==> src/rtl/sum_carry_demux_pkg.sv <==
// ============================================================================
// Module   : sum_carry_pkg
// Brief    : Shared types and constants for the sum/carry result demux.
// Revision : 1.0 - initial release
// ============================================================================
`default_nettype none

package sum_carry_pkg;

    localparam int C_BUS_W = 4;
    localparam int C_CNT_W = 8;

    typedef enum logic [1:0] {
        IDLE     = 2'b00,
        CARRY_PH = 2'b01,
        SUM_PH   = 2'b10
    } state_t;

    // A carry arrives zero-extended, so any upper bit set means a corrupt nibble.
    function automatic logic carry_malformed(input logic [C_BUS_W-1:0] nib);
        return |nib[C_BUS_W-1:1];
    endfunction

endpackage

`default_nettype wire

==> src/rtl/sum_carry_demux_if.sv <==
// ============================================================================
// Module   : sum_carry_demux_if
// Brief    : Result-bus and reconstructed-output bundle for sum_carry_demux.
// Revision : 1.0 - initial release
// ============================================================================
`default_nettype none

interface sum_carry_demux_if
    import sum_carry_pkg::*;
#(
    parameter int W = C_BUS_W
);

    logic         en;
    logic [W-1:0] bus_in;
    logic         sel;
    logic [W-1:0] sum_out;
    logic         cout_out;
    logic         valid;
    logic         frame_err;

    // Demux side
    modport master (
        input  en,
        input  bus_in,
        output sel,
        output sum_out,
        output cout_out,
        output valid,
        output frame_err
    );

    // Mux / consumer side
    modport slave (
        output en,
        output bus_in,
        input  sel,
        input  sum_out,
        input  cout_out,
        input  valid,
        input  frame_err
    );

endinterface

`default_nettype wire

==> src/rtl/sum_carry_demux_dwell_counter.sv <==
// ============================================================================
// Module   : dwell_counter
// Brief    : Phase dwell counter; flags the final cycle of a phase and wraps.
// Revision : 1.0 - initial release
// ============================================================================
`default_nettype none

module dwell_counter
    import sum_carry_pkg::*;
(
    input  logic               clk,
    input  logic               rst,
    input  logic               clear,
    input  logic [C_CNT_W-1:0] limit,
    output logic               last
);

    logic [C_CNT_W-1:0] r_count;

    assign last = (r_count == (limit - C_CNT_W'(1)));

    always_ff @(posedge clk or posedge rst) begin
        if (rst) begin
            r_count <= '0;
        end else if (clear || last) begin
            r_count <= '0;
        end else begin
            r_count <= r_count + C_CNT_W'(1);
        end
    end

endmodule

`default_nettype wire

==> src/rtl/sum_carry_demux.sv <==
// ============================================================================
// Module   : sum_carry_demux
// Brief    : Drives the result-mux select and rebuilds sum/carry from the bus.
// Revision : 1.0 - initial release
// ============================================================================
`default_nettype none

module sum_carry_demux
    import sum_carry_pkg::*;
#(
    parameter int DWELL = 4,
    parameter int W     = C_BUS_W
)(
    input  logic               clk,
    input  logic               rst,
    sum_carry_demux_if.master  bus
);

    localparam logic [C_CNT_W-1:0] C_LIMIT = C_CNT_W'(DWELL);

    state_t       r_state;
    state_t       w_next;
    logic         w_last;
    logic         w_clear;
    logic         w_carry_sample;
    logic         w_sum_sample;

    logic         r_carry;
    logic [W-1:0] r_sum;
    logic         r_cout;
    logic         r_valid;
    logic         r_err;
    logic         r_sel;

    // Holding the counter cleared in IDLE keeps it from free-running between frames.
    assign w_clear = (r_state == IDLE);

    dwell_counter u_dwell (
        .clk   (clk),
        .rst   (rst),
        .clear (w_clear),
        .limit (C_LIMIT),
        .last  (w_last)
    );

    always_ff @(posedge clk or posedge rst) begin
        if (rst) begin
            r_state <= IDLE;
        end else begin
            r_state <= w_next;
        end
    end

    always_comb begin
        w_next         = r_state;
        w_carry_sample = 1'b0;
        w_sum_sample   = 1'b0;
        case (r_state)
            IDLE: begin
                if (bus.en) begin
                    w_next = CARRY_PH;
                end
            end
            CARRY_PH: begin
                if (w_last) begin
                    w_carry_sample = 1'b1;
                    w_next         = SUM_PH;
                end
            end
            SUM_PH: begin
                if (w_last) begin
                    w_sum_sample = 1'b1;
                    w_next       = bus.en ? CARRY_PH : IDLE;
                end
            end
            default: begin
                w_next = IDLE;
            end
        endcase
    end

    // sel comes from a flop loaded with the next state, so it cannot glitch.
    always_ff @(posedge clk or posedge rst) begin
        if (rst) begin
            r_sel   <= 1'b0;
            r_carry <= 1'b0;
            r_sum   <= '0;
            r_cout  <= 1'b0;
            r_valid <= 1'b0;
            r_err   <= 1'b0;
        end else begin
            r_sel   <= (w_next == SUM_PH);
            r_valid <= 1'b0;
            if (w_carry_sample) begin
                r_carry <= bus.bus_in[0];
                if (carry_malformed(bus.bus_in)) begin
                    r_err <= 1'b1;
                end
            end
            if (w_sum_sample) begin
                r_sum   <= bus.bus_in;
                r_cout  <= r_carry;
                r_valid <= 1'b1;
            end
        end
    end

    assign bus.sel       = r_sel;
    assign bus.sum_out   = r_sum;
    assign bus.cout_out  = r_cout;
    assign bus.valid     = r_valid;
    assign bus.frame_err = r_err;

endmodule

`default_nettype wire
==> src/flat_wrapper.sv <==
// flat-port wrapper written by rule: the top's interface ports become plain ports
module sum_carry_demux_flat import sum_carry_pkg::*;
#(
    parameter int DWELL = 4,
    parameter int W     = C_BUS_W
)
  (clk, rst, bus_en, bus_bus_in, bus_sel, bus_sum_out, bus_cout_out, bus_valid, bus_frame_err);
  sum_carry_demux_if #(.W(W)) bus_i ();
  input  logic clk;
  input  logic rst;
  input wire logic [$bits(bus_i.en)-1:0] bus_en;
  input wire logic [$bits(bus_i.bus_in)-1:0] bus_bus_in;
  output wire logic [$bits(bus_i.sel)-1:0] bus_sel;
  output wire logic [$bits(bus_i.sum_out)-1:0] bus_sum_out;
  output wire logic [$bits(bus_i.cout_out)-1:0] bus_cout_out;
  output wire logic [$bits(bus_i.valid)-1:0] bus_valid;
  output wire logic [$bits(bus_i.frame_err)-1:0] bus_frame_err;
  assign bus_i.en = bus_en;
  assign bus_i.bus_in = bus_bus_in;
  assign bus_sel = bus_i.sel;
  assign bus_sum_out = bus_i.sum_out;
  assign bus_cout_out = bus_i.cout_out;
  assign bus_valid = bus_i.valid;
  assign bus_frame_err = bus_i.frame_err;
  sum_carry_demux #(.DWELL(DWELL), .W(W)) u_core (.clk(clk), .rst(rst), .bus(bus_i));
endmodule
==> config.mk <==
export PLATFORM = sky130hd
export DESIGN_NAME = sum_carry_demux_flat
export DESIGN_NICKNAME = d
export VERILOG_FILES = /design/src/rtl/sum_carry_demux_pkg.sv /design/src/rtl/sum_carry_demux_if.sv /design/src/rtl/sum_carry_demux_dwell_counter.sv /design/src/rtl/sum_carry_demux.sv /design/src/flat_wrapper.sv
export SDC_FILE = /design/constraint.sdc
export NUM_CORES = 1
export LEC_CHECK = 0
export ABC_CLOCK_PERIOD_IN_PS = 2100
export CAP_MARGIN = 30
export CORE_MARGIN = 2
export CORE_UTILIZATION = 49
export DETAILED_ROUTE_END_ITERATION = 16
export GPL_TIMING_DRIVEN = 0
export PLACE_DENSITY_LB_ADDON = 0.15
export SLEW_MARGIN = 20
export SYNTH_ARGS = -nofsm -noshare
export SYNTH_HDL_FRONTEND = slang
export SYNTH_SLANG_ARGS = --single-unit
==> constraint.sdc <==
create_clock -name clk -period 2.1 [get_ports clk]
set_input_delay 0.63 -clock clk [delete_from_list [all_inputs] [get_ports clk]]
set_output_delay 0.63 -clock clk [all_outputs]
set_load 0.1 [all_outputs]
==> metrics.txt, run 1 <==
vias in the first global route=548; crit path max fanout=1; WP buf/inv=1; core area=1560 µm²; Lkg Pwr=0.468 nW; Hold WC Path Type=reg -> reg; Seq pwr share=0.370; syn_nets=76; max_cap viols=0; global-route wire length before repair=2360 µm; chip width=45.2 µm; router iterations before antenna repair=4; Num CTS Buffers=3; final WL=between 1000 and 1500 µm; Mapped Area=between 800 and 900 µm²; Avg Cell Area, Syn=12.3 µm²; crit-path cells=clkdlybuf4s15_1; Routed Antenna Nets=0; largest net degree at the start of global routing=20; Initial Util=0.535; DR WL/cell=13.0 µm; CP top delay family=buffers and inverters; layout cells sized above 1=0.198; CTS tree=done; Synth cell types=25; final setup fails=0; slowest cell on the critical path=clkdlybuf4s15_1; CP endpoint kind=output pin; FMAX=~480 MHz; IO Port Bufs=14; antenna violations before repair=0; final hold violations=0; Final period util=0.985; number of cell rows=14; via count=558; Gate power share=0.517; CP peak stage delay=810 ps; Die Y-Extent=45.2 µm; H-tree level count=1; Seq/Total Area, Yosys=0.571; DP HPWL=around 960 µm; Area Overhead vs Synth=21.8%; CP Launch Type=register; clock latency at the later pin of the worst-skew pair=between 200 and 300 ps; Final nets=95; Clock Sinks=19; kind of critical path=reg -> out; yosys warns=0; most frequent cells in the layout=dfrtp_1 (19), nor2_1 (7), clkdlybuf4s50_1 (6); # diodes=0; register bit count reported by yosys=19; clock-pin slew on the worst setup and hold paths=roughly 100 ps; min Tclk post-route=2070 ps; PwrDens=1550 nW/µm²; Final Max Slew Viols=0; outcome=complete, no violations; commonest non-fill, non-tap cell in the layout=dfrtp_1; Slew @ Worst Pin=roughly 950 ps; GRT Overall Usage=0.159; num ports=15; number of synthesized flops with an enable pin=0; Syn Inst Count=68; RSZ-0062 raised after global routing=no; RD Place Congestion=0.742; clock power share=0.113; Arrival @ worst endpoint=around 1400 ps; Finished Layout Cells=102; fillcell total=approximately 130; slew margin rel.=0.372; Max VDD drop=roughly 0.00099 V; clk buf depth=2; GRT overflow=0; Fin Setup TNS=0 ps; Main synth FF type=dfrtp_1; die area=approximately 2000 µm²; clock tree root driver cell=clkbuf_4; Final Skew=roughly 1.2 ps; Synth async-reset ratio=1.00; Internal=roughly 0.00076 W; Worst EP required=1470 ps; Avg Vias per Cell=5.47; initial DRC count=8; Remaining DRCs=0; Post-Place Cells=between 90 and 100; switching fraction of total power=0.515; NetSw=0.000809 W
-- Yosys cell counts (2+ instances only) --
cell type | number | area, µm²
nand2_1 | 2 | 7.51
nand3_1 | 4 | 20.0
a21o_1 | 2 | 15.0
a21oi_1 | 3 | 15.0
mux2_2 | 3 | 33.8
mux2_1 | 3 | 33.8
o21ai_0 | 3 | 15.0
nor2_1 | 7 | 26.3
or3_1 | 3 | 18.8
inv_1 | 4 | 15.0
dfrtp_1 | 19 | 475
xor2_1 | 2 | 17.5
-- per-layer routing --
layer / GRT usage / routed length [µm] / up-vias
li1: - / - / 280
met1: 0.245 / 695 / 264
met3: 0.0240 / 51 / 2
met2: 0.220 / 561 / 12
met4: 0.0706 / 13 / 0
met5: 0 / 0 / -
-- kinds of logic after synthesis --
logic type / Yosys count / share of synthesized area
flip-flops: 19 / 0.571
AO/OA/AOI/OAI: 12 / 0.0931
buffers and inverters: 4 / 0.0180
multiplexers: 6 / 0.0811
XOR/XNOR: 3 / 0.0315
adder cells (fa/ha/maj): 1 / 0.0150
AND/OR/NAND/NOR: 23 / 0.191
-- path summary, 6_finish.rpt --
kind	slack, ps	to	startpoint	cells past startpoint
worst max-delay path	30	bus_sel	u_core.bus.sel$_DFF_PP0_	1
worst min-delay path	490	u_core.bus.frame_err$_DFFE_PP0P_	u_core.bus.frame_err$_DFFE_PP0P_	1
worst max register to register	350	u_core.bus.sum_out[0]$_DFFE_PP0P_	u_core.u_dwell.r_count[0]$_DFF_PP0_	4
worst min register to register	490	u_core.bus.frame_err$_DFFE_PP0P_	u_core.bus.frame_err$_DFFE_PP0P_	1
max in group asynchronous	920	u_core.u_dwell.r_count[5]$_DFF_PP0_	rst	2
min in group asynchronous	740	u_core.r_carry$_DFFE_PP0P_	rst	2
-- repair_timing --
| action | 4_1_cts | 5_1_grt |
|---|---|---|
| hold buffers | 0 | 0 |
| buffers inserted | 0 | 0 |
| endpoints found under the setup margin | 8 | 3 |
| resized for setup | 19 | 3 |
-- power groups by stage --
| stage | logic (W) | clock network (W) | registers, W |
|---|---|---|---|
| after global placement | 0.000842 | 0 | 0.000585 |
| after floorplan | 0.000224 | 0 | 0.00102 |
| after global routing | 0.000854 | 0.000197 | 0.000602 |
| after detailed placement | 0.000847 | 0 | 0.000590 |
| final | 0.000812 | 0.000177 | 0.000582 |
| after CTS | 0.000826 | 0.000184 | 0.000582 |
-- per-stage QoR --
stage / cell area (µm²) / hold WS, ps / setup slack, ps / total power (W) / util
floorplan: 833 / 471 / 551 / 0.00124 / -
global placement: 993 / 459 / 12.2 / 0.00143 / 0.637
detailed placement: 993 / 465 / 6.24 / 0.00144 / 0.637
CTS: 1020 / 495 / 5.10 / 0.00159 / 0.657
global route: 1010 / 530 / 3.56 / 0.00165 / 0.651
finish: 1010 / 493 / 32.5 / 0.00157 / 0.651
-- registers in the layout (all words and copies together) (netlist names) --
| signal | count |
|---|---|
| u_core.bus.cout_out | 1 |
| u_core.u_dwell.r_count | 8 |
| u_core.bus.frame_err | 1 |
| u_core.bus.sel | 1 |
| u_core.r_carry | 1 |
| u_core.bus.valid | 1 |
| u_core.r_state | 2 |
| u_core.bus.sum_out | 4 |
-- cell type report --
type / instances / area, µm² / share of cell area
Clock buffer: 4 / 26.3 / 0.0259
Inverter: 4 / 15.0 / 0.0148
Multi-Input combinational cell: 45 / 343 / 0.338
Sequential cell: 19 / 475 / 0.469
Tap cell: 16 / 20.0 / 0.0197
Timing Repair Buffer: 14 / 135 / 0.133
(Power assumes the default switching activity.)
==> run 2: changes to the inputs <==
--- a/config.mk
+++ b/config.mk
@@ -8,11 +8,12 @@
 export ABC_CLOCK_PERIOD_IN_PS = 2100
 export CAP_MARGIN = 30
 export CORE_MARGIN = 2
-export CORE_UTILIZATION = 49
+export CORE_UTILIZATION = 52
 export DETAILED_ROUTE_END_ITERATION = 16
 export GPL_TIMING_DRIVEN = 0
 export PLACE_DENSITY_LB_ADDON = 0.15
 export SLEW_MARGIN = 20
 export SYNTH_ARGS = -nofsm -noshare
 export SYNTH_HDL_FRONTEND = slang
+export SYNTH_HIERARCHICAL = 1
 export SYNTH_SLANG_ARGS = --single-unit
==> run 2 against run 1 <==
Global-route usage up 4.7 points. Worst hold slack worse by 7.0 ps. Die area increased by 13%. Via count rose by 31%. Sequential power fell by 0.9%. Largest power group is now registers. First-iteration DRC count up 63%. Clock skew is 10 ps higher. Synthesized cell count grew 31%. Critical endpoint is now u_core/bus.sum_out[3]$_DFFE_PP0P_.
==> metrics.txt, run 2 <==
Die Y-Extent=48.2 µm (+6.5%); Area Overhead vs Synth=31.9%; Synth async-reset ratio=1.00 (unchanged); largest net degree at the start of global routing=12 (-40%); reg2reg setup slack=110 ps (-240 ps); clock power share=0.151 (+0.038); crit path max fanout=6 (+5); Syn Inst Count=89 (+31%); Final Skew=11.1 ps (+9.99 ps); router iterations before antenna repair=4 (unchanged); number of cell rows=15 (+1); Finished Layout Cells=157 (+54%); Final Max Slew Viols=0 (unchanged); Synth cell types=29 (+16%); layout cells sized above 1=0.212 (+0.0144); IO Port Bufs=14 (unchanged); commonest non-fill, non-tap cell in the layout=conb_1; Mapped Area=1010 µm² (+22%); Hold Startpoint=u_core/bus.frame_err$_DFFE_PP0P_; Avg Vias per Cell=4.66 (-15%); Post-Place Cells=150 (+53%); Synth top cells by count=dfrtp_1 (19), nor3_1 (9), xnor2_1 (9); cell with the most instances after synthesis=dfrtp_1; Seq/Total Area, Yosys=0.469 (-0.102); Hold WC Path Type=reg -> reg; Routed Antenna Nets=0 (unchanged); final hold violations=0 (unchanged); slew margin rel.=0.635 (+0.263); leading area contributor after synthesis=dfrtp_1; vias in the first global route=712 (+30%); die area=2320 µm² (+13%); clock tree root driver cell=clkbuf_4; final WL=1860 µm (+41%); RD Place Congestion=0.775 (+4.4%); top cell type's share of synthesized area=0.469 (-0.102); H-tree level count=1 (unchanged); Clock Sinks=19 (unchanged); max reg flops=8 (unchanged); switching fraction of total power=0.390 (-0.125); Final period util=0.949 (-0.0357); final hold slack=486 ps (-7.00 ps); core area=1780 µm² (+14%); Internal=0.000757 W (-0.59%); clock latency at the later pin of the worst-skew pair=310 ps (+30 ps); Slew @ Worst Pin=550 ps (-395 ps); outcome=complete, no violations; FMAX=502 MHz (+3.8%); num ports=15 (unchanged); CTS tree=done; clock-pin slew on the worst setup and hold paths=110 ps (about the same); reg2reg start=u_core/u_dwell/r_count[3]$_DFF_PP0_; final setup fails=0 (unchanged); max_cap viols=0 (unchanged); initial DRC count=13 (+5); DR WL/cell=11.8 µm (-8.7%); Initial Util=0.569 (+0.0346); most frequent cells in the layout=conb_1 (24), dfrtp_1 (18), nor3_1 (9); largest family of logic cells by synthesized area=simple AND/OR/NAND/NOR gates; Simple-Gate Fraction of Synth Area=0.199 (+0.00783); register bit count reported by yosys=19 (unchanged); via count=731 (+31%); Final nets=142 (+49%); global-route wire length before repair=3170 µm (+35%); Area contributors post-synth=dfrtp_1 (47%), xnor2_1 (7.8%), xor2_1 (6.0%), mux2_2 (5.5%), nor3_1 (4.4%); PwrDens=926 nW/µm² (-40%); xor/xnor share of the synthesized area=0.138 (+0.107); CP Launch Type=register; Seq pwr share=0.465 (+0.095); Gate power share=0.384 (-0.133); Avg Cell Area, Syn=11.4 µm² (-7.0%); Lkg Pwr=0.661 nW (+41%); RSZ-0062 raised after global routing=no; CP endpoint kind=register; Main synth FF type=dfrtp_1; kind of critical path=reg -> reg; Synth Area in Compound Gates=0.0703 (-0.0228); Synth Area in Adders=0.0247 (+0.00965); GRT Overall Usage=0.206 (+0.0468); min Tclk post-route=1990 ps (-74.9 ps); Largest Register=u_core/u_dwell/r_count; antenna violations before repair=0 (unchanged); Max VDD drop=0.000638 V (-35%); clk buf depth=2 (unchanged); Remaining DRCs=0 (unchanged); post-synthesis mux area share=0.0703 (-0.0108); DP HPWL=1450 µm (+51%); Arrival @ worst endpoint=2190 ps (+750 ps); GRT overflow=0 (unchanged); chip width=48.2 µm (+6.5%); NetSw=0.000484 W (-40%); CP Launch Point=u_core/u_dwell/r_count[3]$_DFF_PP0_; Num CTS Buffers=3 (unchanged); Worst EP required=2300 ps (+830 ps); # diodes=0 (unchanged); yosys warns=6 (+6); number of synthesized flops with an enable pin=0 (unchanged)
[run 2: cell count changes in the layout (fill, tap and decap cells not counted), sizes merged, moves of 4 or more]
cell   change
nor2       -4
buf        +4
xor2       +5
xnor2      +8
nor3       +8
conb      +24
[run 2: worst paths after layout]
check	endpoint	depth (start not counted)
max in group asynchronous	u_core/bus.valid$_DFF_PP0_	2
worst min register to register	u_core/bus.frame_err$_DFFE_PP0P_	1
worst min-delay path	u_core/bus.frame_err$_DFFE_PP0P_	1
worst max register to register	u_core/bus.sum_out[3]$_DFFE_PP0P_	7
min in group asynchronous	u_core/u_dwell/r_count[6]$_DFF_PP0_	2
worst max-delay path	u_core/bus.sum_out[3]$_DFFE_PP0P_	7
[run 2: area by class of cell]
| type | instances | area [µm²] |
|---|---|---|
| Buffer | 1 | 3.75 |
| Tap cell | 25 | 31.3 |
| Sequential cell | 19 | 477 |
| Clock buffer | 3 | 22.5 |
| Clock inverter | 1 | 5.00 |
| Inverter | 5 | 18.8 |
| Fill cell | 130 | 444 |
| Timing Repair Buffer | 17 | 166 |
| Multi-Input combinational cell | 86 | 614 |
[run 2: what timing repair did]
item                       in CTS  in global routing
hold buffers                    0                  0
pin swaps                       1                  1
resized for setup              24                  3
setup endpoints to repair      17                 10
setup buffers                   3                  0
[run 2: routing by layer]
| metal | vias to the layer above | GRT usage | share of wire |
|---|---|---|---|
| met1 | 340 | 0.257 | 0.45 |
| met2 | 11 | 0.347 | 0.51 |
| met4 | 0 | 0.0811 | 0.011 |
| met3 | 2 | 0.0444 | 0.027 |
| met5 | - | 0 | 0 |
| li1 | 378 | - | - |
[run 2: critical path: stages (launching register included)]
cell      delay, ps
dfrtp_2         470
xnor2_2         180
o22ai_1         100
a211o_1         310
nor4_4          230
buf_4           200
nand3b_4        120
mux2_2          300
[run 2: power by group through the flow]
stage,sequential [W],combinational (W),clock [W]
2_1_floorplan,0.000621,0.000307,0
3_3_place_gp,0.000572,0.000442,0
6_report,0.000577,0.000476,0.000187
5_1_grt,0.000597,0.000529,0.000210
3_5_place_dp,0.000577,0.000459,0
4_1_cts,0.000572,0.000470,0.000192
[run 2: cell families after synthesis]
family / Yosys count
flip-flops: 19
XOR/XNOR: 16
buffers and inverters: 6
other: 2
AO/OA/AOI/OAI: 10
multiplexers: 6
adder cells (fa/ha/maj): 2
AND/OR/NAND/NOR: 28
[run 2: through the flow]
step                      total power, W  setup TNS, ps   util  setup slack [ps]  cell area (µm²)
after floorplan                 0.000928              0      -              3.35             1100
after global placement           0.00101           -819  0.712              -256             1270
after detailed placement         0.00104          -1170  0.712              -285             1270
after CTS                        0.00123              0  0.749             0.487             1340
after global routing             0.00134              0  0.751              16.8             1340
final                            0.00124              0  0.751               107             1340
==> RTL edit 1: new RTL, settings of run 2 <==
Encoding of `state_t`: now one-hot (3 bits for 3 states).
--- a/src/rtl/sum_carry_demux_pkg.sv
+++ b/src/rtl/sum_carry_demux_pkg.sv
@@ -12,6 +12,6 @@
 
-    typedef enum logic [1:0] {
-        IDLE     = 2'b00,
-        CARRY_PH = 2'b01,
-        SUM_PH   = 2'b10
+    typedef enum logic [2:0] {
+        IDLE     = 3'b001,
+        CARRY_PH = 3'b010,
+        SUM_PH   = 3'b100
     } state_t;
Function: no difference found for any inputs over 10 cycles, from zero or initial values and one cycle with rst high; not proved beyond that.
==> RTL edit 1 against run 2 <==
Area after synthesis grew 9.6%; sequential power down 14%; global-route usage down 1.8 points; routed wire length rose by 7.1%; setup slack lost 0.025 ns; critical path depth did not move; die area grew 8.8%; sequential cell count grew 1; final area is 7.1% higher; power down 24%; combinational power shrank 47%; sequential share of layout area down 0.44 points.
==> RTL edit 1: results (changes against run 2) <==
| Metric | Value |
|---|---|
| Status | completed |
| Initial DRC count | 2 (-11) |
| Sw frac | 32.75% (-6.2 points) |
| Placed Area | 1369 um^2 (+7.9%) |
| Async S/R FF share, synth | 100.0% (unchanged) |
| Hold Startpoint | u_core/r_carry |
| CTS root buffer | clkbuf_4 |
| Port Buffers | 14 (unchanged) |
| Number of global-route vias before repair | 797 (+12%) |
| Setup crit start | u_core/u_dwell/r_count[3] |
| Drt wl/cell | 11.91 um (+0.69%) |
| Setup Skew | 0.01584 ns (+0.004688 ns) |
| Layout cells sized above 1 | 21.43% (+0.22 points) |
| Reg with most FFs | u_core/u_dwell/r_count |
| Final GP Congestion | 0.7630 (-1.5%) |
| CP Capture Type | register |
| CP max stage cell | dfrtp_2 |
| Final nets | 150 (+5.6%) |
| Post-synth cell types | 34 (+17%) |
| Clock network power | 0.189 mW |
| Reg2reg path depth | 7 (unchanged) |
| Worst skew pair latency | 0.31 ns (about the same) |
| Dpl hpwl | 1.507 mm (+3.8%) |
| GR Util All Layers | 18.85% (-1.8 points) |
| Synth area leaders | dfrtp_1, xnor2_1, mux2_4 |
| Tightest Pin Transition | 0.5531 ns (+0.003304 ns) |
| Largest net degree at the start of global routing | 14 (+2) |
| Global-route wire length before repair | 3.567 mm (+12%) |
| RR Endpoint | u_core/bus.sum_out[3] |
| Clk slew on worst S/H paths | ~0.12 ns |
| Comb pwr share | 27.1% (-11 points) |
| FF-to-FF setup slack | 0.08 ns (-0.02 ns) |
| Seq/Total Area, Yosys | 45.11% (-1.7 points) |
| Min-Delay Path Class | register to register |
| CTS Buffer Depth | 2 (unchanged) |
| Commonest cells in the netlist | dfrtp_1, nor3_1, xnor2_1, xor2_1 |
| Via-to-Cell Ratio | 4.784 (+2.8%) |
| Min-Delay Endpoint | u_core/bus.cout_out |
| H-tree levels | 1 (unchanged) |
| Logic power comb | 0.254 mW (-47%) |
| Worst VDD drop | 0.0007339 V (+15%) |
| Max reg flops | 8 (unchanged) |
| Cts bufs inserted | 3 (unchanged) |
| Predominant post-synthesis flop cell | dfrtp_1 |
| Critical path's largest stage delay | around 0.46 ns |
| Detailed Routing Iterations Pass 1 | 3 (-1) |
| Antenna violations before repair | 0 (unchanged) |
| Crit-path max FO | 6 (unchanged) |
| Arr. time, crit path | 2.22 ns (+0.03 ns) |
| Synth warnings | 6 (unchanged) |
| Leak | 0.6471 nW (-2.1%) |
==> RTL edit 1: kinds of logic after synthesis <==
family / count (synthesis) / share of synthesized area (%)
fa+ha+maj: 2 / 2.249
other cells: 2 / 0.6752
buf+inv: 7 / 3.037
compound gates: 13 / 8.100
simple gates: 33 / 20.47
mux: 6 / 7.761
xor+xnor: 16 / 12.60
flops: 20 / 45.11
==> RTL edit 1: layout make-up <==
class                      instances  area [um^2]
multi-input combinational         94        674.4
fill                             147        548.0
sequential                        20        504.2
timing repair buffer              15        161.4
tap                               27        33.78
clock buffer                       4        26.28
inverter                           5        18.77
buffer                             2        15.01
==> RTL edit 1: stage by stage <==
stage / instances / hold slack (ns) / util (%) / worst slack (ns) / setup TNS, ns
after floorplan: 121 / 0.4457 / - / 0.02618 / 0
after global placement: 162 / 0.4740 / 69.07 / -0.3023 / -1.564
after detailed placement: 162 / 0.4696 / 69.07 / -0.3503 / -1.847
after CTS: 167 / 0.5089 / 71.28 / 0.002202 / 0
after global routing: 167 / 0.5206 / 72.35 / -0.001934 / -0.002788
final: 167 / 0.4996 / 72.35 / 0.08261 / 0
==> RTL edit 1: what timing repair did <==
item | CTS | global route
buffers inserted | 1 | 0
endpoints found under the setup margin | 16 | 7
resized for setup | 24 | 5
cloned | 0 | 0
pin swaps | 1 | 1
==> RTL edit 1: layer usage <==
| layer | vias up | GRT usage [%] | wire length, um |
|---|---|---|---|
| li1 | 405 | - | - |
| met1 | 384 | 23.30 | 826 |
| met2 | 6 | 31.36 | 1087 |
| met3 | 4 | 3.274 | 41 |
| met4 | 0 | 9.722 | 34 |
| met5 | - | 0 | 0 |
==> RTL edit 2: new RTL, flow settings as in run 2 <==
Made on the original files. Change the package constant `C_CNT_W` from 8 to 6.
--- a/src/rtl/sum_carry_demux_pkg.sv
+++ b/src/rtl/sum_carry_demux_pkg.sv
@@ -10,3 +10,3 @@
     localparam int C_BUS_W = 4;
-    localparam int C_CNT_W = 8;
+    localparam int C_CNT_W = 6;
 
Check against the original RTL: no difference found for any inputs over 10 cycles, from zero or initial values and one cycle with rst high; that may be too few to reach the edited logic, so the function may still have changed.
==> RTL edit 2 against run 2 <==
Final area shrank 13%; power shrank 1.3%; area after synthesis shrank 13%; combinational power grew 14%; sequential share of layout area grew 0.95 points; sequential cell count shrank 2; routed wire length shrank 4.8%; setup slack gained 0.021 ns; critical endpoint is now u_core/r_carry; largest cell class unchanged; largest power group is now combinational cells.
==> RTL edit 2: results (changes against run 2) <==
| Metric | Value |
|---|---|
| Initial DRC count | 19 (+6) |
| Async S/R FF share, synth | 100.0% (unchanged) |
| Final WL | 1.767 mm (-4.8%) |
| CTS Buffer Depth | 2 (unchanged) |
| Power Density | 1052 nW/um^2 (+14%) |
| Register share of total power | 42.4% (-4.1 points) |
| Critical path's largest stage delay | 0.41 ns (-0.06 ns) |
| FF-to-FF setup slack | 0.13 ns (+0.02 ns) |
| GR Util All Layers | 21.41% (+0.81 points) |
| Layout cells sized above 1 | 21.74% (+0.53 points) |
| Port Buffers | 14 (unchanged) |
| Reg area | 425.4 um^2 (-11%) |
| Min-Delay Endpoint | u_core/bus.frame_err |
| Min-Delay Path Class | register to register |
| Synth area leaders | dfrtp_1, xnor2_1, mux2_2 |
| Dpl hpwl | 1.302 mm (-10%) |
| Grt met1 use | 26.42% (+0.70 points) |
| Hold WS | 0.4886 ns (+0.002581 ns) |
| Clk slew on worst S/H paths | 0.09 ns (-0.02 ns) |
| Reg2reg path depth | 6 (-1) |
| Placed Area | 1115 um^2 (-12%) |
| Final GP Congestion | 0.6942 (-10%) |
| Hold Startpoint | u_core/bus.frame_err |
| Reg with most FFs | u_core/u_dwell/r_count |
| Tightest Pin Transition | 0.5503 ns (+0.0004376 ns) |
| Commonest cells in the netlist | dfrtp_1, xnor2_1, inv_1, a211oi_1, mux2_2 |
| Met2 global-route usage | 38.00% (+3.3 points) |
| Antenna violations before repair | 0 (unchanged) |
| Pre-CTS setup slack | -0.2525 ns (+0.03237 ns) |
| CTS root buffer | clkbuf_4 |
| Cells after Synth | 77 (-13%) |
| Cell family contributing the most delay on the critical path | compound AO/OA/AOI/OAI gates |
| Clock power frac | 13.4% (-1.7 points) |
| Number of global-route vias before repair | 697 (-2.1%) |
| Detailed Routing Iterations Pass 1 | 4 (unchanged) |
| Seq/Total Area, Yosys | 47.95% (+1.1 points) |
| CP max stage cell | dfrtp_1 |
| Setup CP Type | register to register |
| Sw frac | 41.48% (+2.5 points) |
| Fillers | 115 (-12%) |
| Leak | 0.5612 nW (-15%) |
| Setup Skew | 0.004462 ns (-0.006688 ns) |
| Global-route wire length before repair | 3.091 mm (-2.6%) |
| Worst skew pair latency | 0.28 ns (-0.03 ns) |
| Reg2reg start | u_core/u_dwell/r_count[5] |
| Arr. time, crit path | 2.15 ns (-0.04 ns) |
| Post-synth cell types | 26 (-10%) |
| # diodes | 0 (unchanged) |
| Hold depth | 1 (unchanged) |
| Max reg flops | 6 (-2) |
| Via-to-Cell Ratio | 5.107 (+9.7%) |
| CP endpoint | u_core/r_carry |
| H-tree levels | 1 (unchanged) |
| Status | completed |
| Synth warnings | 6 (unchanged) |
| Met3 GRT Util | 6.000% (+1.6 points) |
| Worst VDD drop | 0.0007589 V (+19%) |
| Fin crit share | 93.89% (-1.0 points) |
| Crit-path max FO | 4 (-2) |
| Finished Layout Cells | 131 (-17%) |
-- RTL edit 2: what timing repair did --
action / in CTS / in global routing
gates resized for setup: 24 / 3
setup buffers: 1 / 1
pin swaps: 2 / 0
endpoints found under the setup margin: 17 / 4
-- RTL edit 2: logic make-up (layout without fill, tap and decap cells) --
kind of cell	Yosys count	in the layout	share of synthesized area, %
adders and majority gates	2	2	2.820
other	2	20	0.8466
AOI/OAI and AO/OA	15	15	14.11
buffers and inverters	6	26	2.539
xor gates and xnor gates	10	10	9.874
DFF	17	17	47.96
and+or+nand+nor	19	19	13.82
muxes	6	6	8.039
-- RTL edit 2: cell type report --
cell class | count | area share (%)
well taps | 16 | 1.720
clock inverters | 1 | 0.4301
repair buffers | 16 | 12.58
inverters | 6 | 1.935
flip-flops and latches | 17 | 36.56
multi-input cells | 72 | 44.84
clock buffers | 3 | 1.935
-- RTL edit 2: metal layers --
metal	wire length, um	part of all wire (%)
met5	0	0
met4	9	0.51
met3	82	4.6
met2	953	54
met1	722	41
